==> config.mk <==
export PLATFORM = sky130hd
export DESIGN_NAME = imem_loader
export DESIGN_NICKNAME = d
export VERILOG_FILES = /design/src/rtl/loader_pkg.sv /design/src/rtl/word_assembler.sv /design/src/rtl/imem_loader.sv
export SDC_FILE = /design/constraint.sdc
export NUM_CORES = 1
export LEC_CHECK = 0
export BUFFER_PORTS_ARGS = -buffer_cell sky130_fd_sc_hd__buf_2
export CAP_MARGIN = 10
export CORE_MARGIN = 5
export CORE_UTILIZATION = 61
export CTS_BUF_LIST = sky130_fd_sc_hd__clkbuf_8
export DETAILED_ROUTE_END_ITERATION = 10
export PLACE_DENSITY = 0.87
export SYNTH_ARGS = -nofsm -noshare
export SYNTH_HDL_FRONTEND = slang
export SYNTH_SLANG_ARGS = --single-unit
==> constraint.sdc <==
create_clock -name clk -period 6 [get_ports clk]
set_input_delay 0 -clock clk [delete_from_list [all_inputs] [get_ports clk]]
set_output_delay 0 -clock clk [all_outputs]
set_load 0.005 [all_outputs]
==> src/rtl/loader_pkg.sv <==
// Shared types and constants for the instruction-memory loader.
package loader_pkg;

    typedef enum logic [2:0] {
        IDLE,
        LEN0,
        LEN1,
        DATA,
        CSUM,
        DONE,
        ERR
    } loader_state_t;

    localparam logic [3:0] BE_WORD = 4'b1111;

endpackage

==> src/rtl/word_assembler.sv <==
// Little-endian byte-to-word shift register; emits a registered word one cycle
// after its fourth byte is pushed.
module word_assembler (
    input  logic        clk,
    input  logic        reset,
    input  logic        clear,
    input  logic        push,
    input  logic [7:0]  byte_in,
    output logic [1:0]  byte_idx,
    output logic        word_valid,
    output logic [31:0] word
);

    logic [1:0]  byte_idx_q, byte_idx_d;
    logic [31:0] shift_q, shift_d;
    logic [31:0] word_q, word_d;
    logic        word_valid_q, word_valid_d;

    always_comb begin
        byte_idx_d   = byte_idx_q;
        shift_d      = shift_q;
        word_d       = word_q;
        word_valid_d = 1'b0;
        if (clear) begin
            byte_idx_d = 2'd0;
            shift_d    = '0;
        end else if (push) begin
            // Shifting in from the top leaves the first byte in [7:0] after four pushes.
            shift_d    = {byte_in, shift_q[31:8]};
            byte_idx_d = byte_idx_q + 2'd1;
            if (byte_idx_q == 2'd3) begin
                word_d       = {byte_in, shift_q[31:8]};
                word_valid_d = 1'b1;
            end
        end
    end

    always_ff @(posedge clk) begin
        if (reset) begin
            byte_idx_q   <= 2'd0;
            shift_q      <= '0;
            word_q       <= '0;
            word_valid_q <= 1'b0;
        end else begin
            byte_idx_q   <= byte_idx_d;
            shift_q      <= shift_d;
            word_q       <= word_d;
            word_valid_q <= word_valid_d;
        end
    end

    assign byte_idx   = byte_idx_q;
    assign word_valid = word_valid_q;
    assign word       = word_q;

endmodule

==> src/rtl/imem_loader.sv <==
// Loads a length-prefixed, XOR-checksummed byte stream into instruction memory
// and holds the core in reset until a verified program is in place.
module imem_loader
    import loader_pkg::*;
#(
    parameter logic [31:0] BASE_ADDR = 32'h0000_0000,
    parameter int unsigned MAX_WORDS = 64
) (
    input  logic        clk,
    input  logic        reset,
    input  logic        start,
    input  logic [7:0]  rx_data,
    input  logic        rx_valid,
    output logic        rx_ready,
    output logic        imem_we,
    output logic [31:0] imem_addr,
    output logic [31:0] imem_wdata,
    output logic [3:0]  imem_be,
    output logic        cpu_reset,
    output logic        busy,
    output logic        done,
    output logic        error
);

    localparam int unsigned WidxW = $clog2(MAX_WORDS + 1);

    loader_state_t    state_q, state_d;
    logic [7:0]       len_lo_q, len_lo_d;
    logic [WidxW-1:0] n_q, n_d;
    logic [WidxW-1:0] word_idx_q, word_idx_d;
    logic [7:0]       xor_q, xor_d;
    logic [31:0]      addr_q, addr_d;

    logic        xfer;
    logic        asm_clear;
    logic        asm_push;
    logic [1:0]  byte_idx;
    logic        word_valid;
    logic [31:0] word;
    logic [15:0] len;

    assign rx_ready = (state_q == LEN0) || (state_q == LEN1) ||
                      (state_q == DATA) || (state_q == CSUM);
    assign xfer     = rx_valid && rx_ready;
    assign len      = {rx_data, len_lo_q};

    always_comb begin
        state_d    = state_q;
        len_lo_d   = len_lo_q;
        n_d        = n_q;
        word_idx_d = word_idx_q;
        xor_d      = xor_q;
        addr_d     = addr_q;
        asm_clear  = 1'b0;
        asm_push   = 1'b0;
        unique case (state_q)
            IDLE, DONE, ERR: begin
                if (start) begin
                    state_d    = LEN0;
                    word_idx_d = '0;
                    xor_d      = '0;
                    asm_clear  = 1'b1;
                end
            end
            LEN0: begin
                if (xfer) begin
                    len_lo_d = rx_data;
                    xor_d    = xor_q ^ rx_data;
                    state_d  = LEN1;
                end
            end
            LEN1: begin
                if (xfer) begin
                    xor_d = xor_q ^ rx_data;
                    if (32'(len) > MAX_WORDS) begin
                        state_d = ERR;
                    end else if (len == 16'd0) begin
                        state_d = CSUM;
                    end else begin
                        n_d     = len[WidxW-1:0];
                        state_d = DATA;
                    end
                end
            end
            DATA: begin
                if (xfer) begin
                    xor_d    = xor_q ^ rx_data;
                    asm_push = 1'b1;
                    if (byte_idx == 2'd3) begin
                        // Address is registered alongside the assembled word so both land together.
                        addr_d     = BASE_ADDR + 32'({word_idx_q, 2'b00});
                        word_idx_d = word_idx_q + 1'b1;
                        if (word_idx_q == n_q - 1'b1) begin
                            state_d = CSUM;
                        end
                    end
                end
            end
            CSUM: begin
                if (xfer) begin
                    state_d = (rx_data == xor_q) ? DONE : ERR;
                end
            end
            default: state_d = IDLE;
        endcase
    end

    always_ff @(posedge clk) begin
        if (reset) begin
            state_q    <= IDLE;
            len_lo_q   <= '0;
            n_q        <= '0;
            word_idx_q <= '0;
            xor_q      <= '0;
            addr_q     <= BASE_ADDR;
        end else begin
            state_q    <= state_d;
            len_lo_q   <= len_lo_d;
            n_q        <= n_d;
            word_idx_q <= word_idx_d;
            xor_q      <= xor_d;
            addr_q     <= addr_d;
        end
    end

    word_assembler u_word_assembler (
        .clk        (clk),
        .reset      (reset),
        .clear      (asm_clear),
        .push       (asm_push),
        .byte_in    (rx_data),
        .byte_idx   (byte_idx),
        .word_valid (word_valid),
        .word       (word)
    );

    assign imem_we    = word_valid;
    assign imem_addr  = addr_q;
    assign imem_wdata = word;
    assign imem_be    = word_valid ? BE_WORD : 4'b0000;
    assign busy       = rx_ready;
    assign done       = (state_q == DONE);
    assign error      = (state_q == ERR);
    assign cpu_reset  = (state_q != DONE);

endmodule

==> report_table.html <==
<table>
<tr><th>Metric</th><th>Value</th></tr>
<tr><th colspan="2">Route</th></tr>
<tr><td>Aggregate routed wire length</td><td>9190 um</td></tr>
<tr><td>Via Count</td><td>3650</td></tr>
<tr><td>Number of remaining DRC errors</td><td>0</td></tr>
<tr><td>Vias per std cell</td><td>around 5.3</td></tr>
<tr><td>Number of nets with antenna violations after routing</td><td>0</td></tr>
<tr><td>Initial DRT Pass Iterations</td><td>4</td></tr>
<tr><td>Average wire per standard cell</td><td>approximately 13 um</td></tr>
<tr><td>Number of design-rule violations left by the first detailed-router iteration</td><td>160</td></tr>
<tr><th colspan="2">Timing</th></tr>
<tr><td>Max-slew violations</td><td>0</td></tr>
<tr><td># setup viols final</td><td>0</td></tr>
<tr><td>Worst slew margin</td><td>between 10% and 20%</td></tr>
<tr><td>Least-Margin Pin Slew</td><td>between 1 and 1.5 ns</td></tr>
<tr><td>Final hold violations</td><td>0</td></tr>
<tr><td>RSZ-0062 raised after global routing</td><td>false</td></tr>
<tr><td>Maximum clock rate</td><td>387 MHz</td></tr>
<tr><td>Period minus WS final</td><td>2.58 ns</td></tr>
<tr><td>Worst setup skew after layout</td><td>0.00872 ns</td></tr>
<tr><td>Setup TNS after final layout</td><td>0 ns</td></tr>
<tr><td>Final period utilization</td><td>43.0%</td></tr>
<tr><th colspan="2">Floorplanning</th></tr>
<tr><td>Width of the die</td><td>95.2 um</td></tr>
<tr><td>Std cell rows</td><td>31</td></tr>
<tr><td>Count of pins on the block boundary</td><td>86</td></tr>
<tr><td>Floorplan die area</td><td>between 9000 and 10000 um^2</td></tr>
<tr><td>Die Height</td><td>approximately 95 um</td></tr>
<tr><td>Core region area</td><td>7180 um^2</td></tr>
<tr><td>Starting density of the core</td><td>roughly 60%</td></tr>
<tr><th colspan="2">Logic synthesis</th></tr>
<tr><td>Area of the mapped netlist</td><td>4430 um^2</td></tr>
<tr><td>Count of yosys warnings during synthesis</td><td>0</td></tr>
<tr><td>Leading post-synthesis cells by cell area</td><td>sky130_fd_sc_hd__dfxtp_1, sky130_fd_sc_hd__nand2_1, sky130_fd_sc_hd__a21oi_1</td></tr>
<tr><td>Synthesized area per cell</td><td>7.97 um^2</td></tr>
<tr><td>Library cell occupying the most area in the post-synthesis netlist</td><td>sky130_fd_sc_hd__dfxtp_1</td></tr>
<tr><td>Number of synthesized register bits</td><td>99</td></tr>
<tr><td>Sequential-to-total area share from yosys stat</td><td>44.8%</td></tr>
<tr><td>Post-synthesis async set-or-reset flop share</td><td>0%</td></tr>
<tr><td>Most numerous cell types in the synthesized netlist</td><td>sky130_fd_sc_hd__nand2_1, sky130_fd_sc_hd__dfxtp_1, sky130_fd_sc_hd__a21oi_1, sky130_fd_sc_hd__nor2_1</td></tr>
<tr><td>Portion of synthesized cell area occupied by the leading cell type</td><td>between 40% and 50%</td></tr>
<tr><td>Distinct cells, synth</td><td>50</td></tr>
<tr><td>Post-synth EDFFs</td><td>0</td></tr>
<tr><td>Most frequent cell after synthesis</td><td>sky130_fd_sc_hd__nand2_1</td></tr>
<tr><td>Number of standard cells after synthesis</td><td>555</td></tr>
<tr><td>Primary flip-flop cell chosen by synthesis mapping</td><td>sky130_fd_sc_hd__dfxtp_1</td></tr>
<tr><th colspan="2">Setup path</th></tr>
<tr><td>Category of the critical setup timing path</td><td>register to register</td></tr>
<tr><td>Worst-path cell chain</td><td>nor2b_1 -&gt; nand4_1 -&gt; buf_4 -&gt; nand2_1 -&gt; a21oi_1</td></tr>
<tr><td>Stage delay of the slowest cell on the critical path</td><td>0.69 ns</td></tr>
<tr><td>Worst Setup End Kind</td><td>register</td></tr>
<tr><td>Crit path required time</td><td>6.20 ns</td></tr>
<tr><td>Reg2Reg Depth</td><td>5</td></tr>
<tr><td>Number of buffer and inverter stages on the critical path</td><td>1</td></tr>
<tr><td>Worst-path maximum fanout</td><td>23</td></tr>
<tr><td>Critical Path Source Type</td><td>register</td></tr>
<tr><td>Critical path data arrival time</td><td>2.78 ns</td></tr>
<tr><td>Slowest stage cell, crit path</td><td>sky130_fd_sc_hd__nand4_1</td></tr>
<tr><td>Largest delay share family, worst path</td><td>simple AND/OR/NAND/NOR gates</td></tr>
<tr><td>Crit path depth</td><td>5</td></tr>
<tr><th colspan="2">Global route</th></tr>
<tr><td>Global-route wire length before repair</td><td>between 15000 and 20000 um</td></tr>
<tr><td>Antenna violations before repair</td><td>0</td></tr>
<tr><td>Grt total ovfl</td><td>0</td></tr>
<tr><td>Via count of the first global-routing pass</td><td>3235</td></tr>
<tr><td>Pin count of the biggest net entering global routing</td><td>69</td></tr>
<tr><td>Overall Global Routing Usage</td><td>20.8%</td></tr>
<tr><th colspan="2">Clock tree</th></tr>
<tr><td>Number of clock sinks</td><td>99</td></tr>
<tr><td>Resized cells post-CTS</td><td>0</td></tr>
<tr><td>CTS root buffer</td><td>sky130_fd_sc_hd__clkbuf_8</td></tr>
<tr><td>Post-CTS repair timing setup buffer count</td><td>0</td></tr>
<tr><td>Maximum clock insertion buffer count</td><td>2</td></tr>
<tr><td>TritonCTS clock tree</td><td>built</td></tr>
<tr><td>Number of buffers inserted during clock tree synthesis</td><td>9</td></tr>
<tr><td>Clock Pin Slew Worst Setup and Hold Paths</td><td>0.10 ns</td></tr>
<tr><td>Number of H-tree levels</td><td>3</td></tr>
<tr><td>Clock Latency Late Sink</td><td>about 0.36 ns</td></tr>
<tr><th colspan="2">Placed design</th></tr>
<tr><td>Standard cell area after detailed placement</td><td>approximately 4600 um^2</td></tr>
<tr><td>Instance count after placement with tap cells included</td><td>670</td></tr>
<tr><td>Estimated wirelength of the detail-placed design</td><td>6410 um</td></tr>
<tr><td>Final estimated routing congestion in global placement</td><td>0.796</td></tr>
<tr><td>Count of port buffers added during placement</td><td>60</td></tr>
<tr><th colspan="2">Layout</th></tr>
<tr><td>Fraction of layout cells with a size suffix above 1</td><td>14.1%</td></tr>
<tr><td>Antenna diode count</td><td>0</td></tr>
<tr><td>FF+latch area</td><td>~2000 um^2</td></tr>
<tr><td>Number of fillers in the final layout</td><td>598</td></tr>
<tr><td>Footprint of the multi-input gates</td><td>2100 um^2</td></tr>
<tr><td>Final-stage net count</td><td>approximately 610</td></tr>
<tr><td>Area delta synth-&gt;final</td><td>9.98%</td></tr>
<tr><td>Final Core Density</td><td>67.8%</td></tr>
<tr><td>Non-filler cells in the finished layout</td><td>694</td></tr>
<tr><td>Final design instance area without fill</td><td>4870 um^2</td></tr>
<tr><th colspan="2">Run</th></tr>
<tr><td>Reported max-cap violation count</td><td>0</td></tr>
<tr><th colspan="2">Min path</th></tr>
<tr><td>Tightest Hold Check Type</td><td>primary input to register</td></tr>
<tr><td>Cell depth of the worst min-delay path</td><td>4</td></tr>
<tr><th colspan="2">Power</th></tr>
<tr><td>Total power consumption of the routed design</td><td>about 1.5 mW</td></tr>
<tr><td>Lkg Pwr</td><td>around 1.9 nW</td></tr>
<tr><td>Peak supply drop</td><td>0.220 mV</td></tr>
<tr><td>Power density of the placed cells</td><td>309 nW/um^2</td></tr>
<tr><th colspan="2">Outcome</th></tr>
<tr><td>Result of the run</td><td>complete, no violations</td></tr>
</table>
[worst paths after layout]
kind / slack [ns] / to / start
max reg2reg: 3.42 / u_word_assembler.word[1] / state_q[1]
max: 3.42 / u_word_assembler.word[1] / state_q[1]
min: 0.12 / n_q[1] / rx_valid
min reg2reg: 0.45 / imem_addr[5] / imem_addr[5]
[where the power goes]
part           switching [mW]  total (mW)  internal (mW)
clock network           0.236       0.474          0.238
logic                   0.175       0.286          0.111
registers              0.0534       0.744          0.691
total                   0.464        1.50           1.04
[metrics by stage]
stage | hold slack (ns) | setup slack (ns)
6_report | 0.120 | 3.42
5_1_grt | 0.128 | 3.16
4_1_cts | 0.105 | 3.43
3_5_place_dp | 0.323 | 3.44
3_3_place_gp | 0.322 | 3.52
2_1_floorplan | 0.227 | 4.07
[cell families (layout without fill, tap and decap cells)]
family / count (synthesis) / after routing / share of synthesized area [%]
AOI/OAI and AO/OA: 104 / 104 / 13.4
xor gates and xnor gates: 20 / 20 / 3.96
adders and majority gates: 4 / 4 / 1.07
buffers and inverters: 80 / 96 / 9.75
DFF: 99 / 99 / 44.8
muxes: 17 / 17 / 3.84
other: 1 / 25 / 0.0847
and+or+nand+nor: 230 / 230 / 23.1
[sequential cells by signal, summed over array words and instances, names as in the netlist]
name,count
u_word_assembler.byte_idx,2
word_idx_q,7
u_word_assembler.shift_q,24
n_q,7
u_word_assembler.word_valid,1
imem_addr,7
len_lo_q,8
xor_q,8
u_word_assembler.word,32
state_q,3
[routing by layer]
metal / global-route usage (%) / vias to the layer above / routed length, um
met5: 0 / - / 0
met4: 7.45 / 0 / 138
met3: 3.79 / 13 / 594
met2: 34.6 / 107 / 4480
met1: 27.0 / 1681 / 3980
li1: - / 1849 / -
[placed cells by master, fill, tap and decap left out, types with 3 or more instances in the layout]
master                            n
sky130_fd_sc_hd__a21oi_1         73
sky130_fd_sc_hd__and3_1           3
sky130_fd_sc_hd__buf_2           60
sky130_fd_sc_hd__clkbuf_8         9
sky130_fd_sc_hd__conb_1          25
sky130_fd_sc_hd__dfxtp_1         99
sky130_fd_sc_hd__dlygate4sd3_1    8
sky130_fd_sc_hd__ha_1             3
sky130_fd_sc_hd__inv_1           11
sky130_fd_sc_hd__mux2i_1         17
sky130_fd_sc_hd__nand2_1        136
sky130_fd_sc_hd__nand2b_1         8
sky130_fd_sc_hd__nand3_1          7
sky130_fd_sc_hd__nand3b_1         6
sky130_fd_sc_hd__nand4_1          7
sky130_fd_sc_hd__nor2_1          43
sky130_fd_sc_hd__nor3_1           4
sky130_fd_sc_hd__o21ai_0          9
sky130_fd_sc_hd__xnor2_1         12
sky130_fd_sc_hd__xor2_1           8
[timing repair]
| action | CTS | global route |
|---|---|---|
| endpoints found under the setup margin | 0 | 0 |
| hold buffers | 8 | 0 |
| endpoints found under the hold margin | 26 | 0 |
[layout make-up]
type                    instances  area share [%]
clock inverters                 7            2.06
repair buffers                 70            8.12
flip-flops and latches         99            40.7
clock buffers                   9            2.54
well taps                      99            2.54
inverters                      10           0.771
multi-input cells             400            43.2
[worst reg2reg max path, delay by kind of cell, from the launching register on]
family	cells	cell delay, ns
AO/OA/AOI/OAI	1	0.06
AND/OR/NAND/NOR	3	1.35
flip-flops	1	0.55
buffers and inverters	1	0.47
Note: power is estimated with default switching activity, not from simulation.
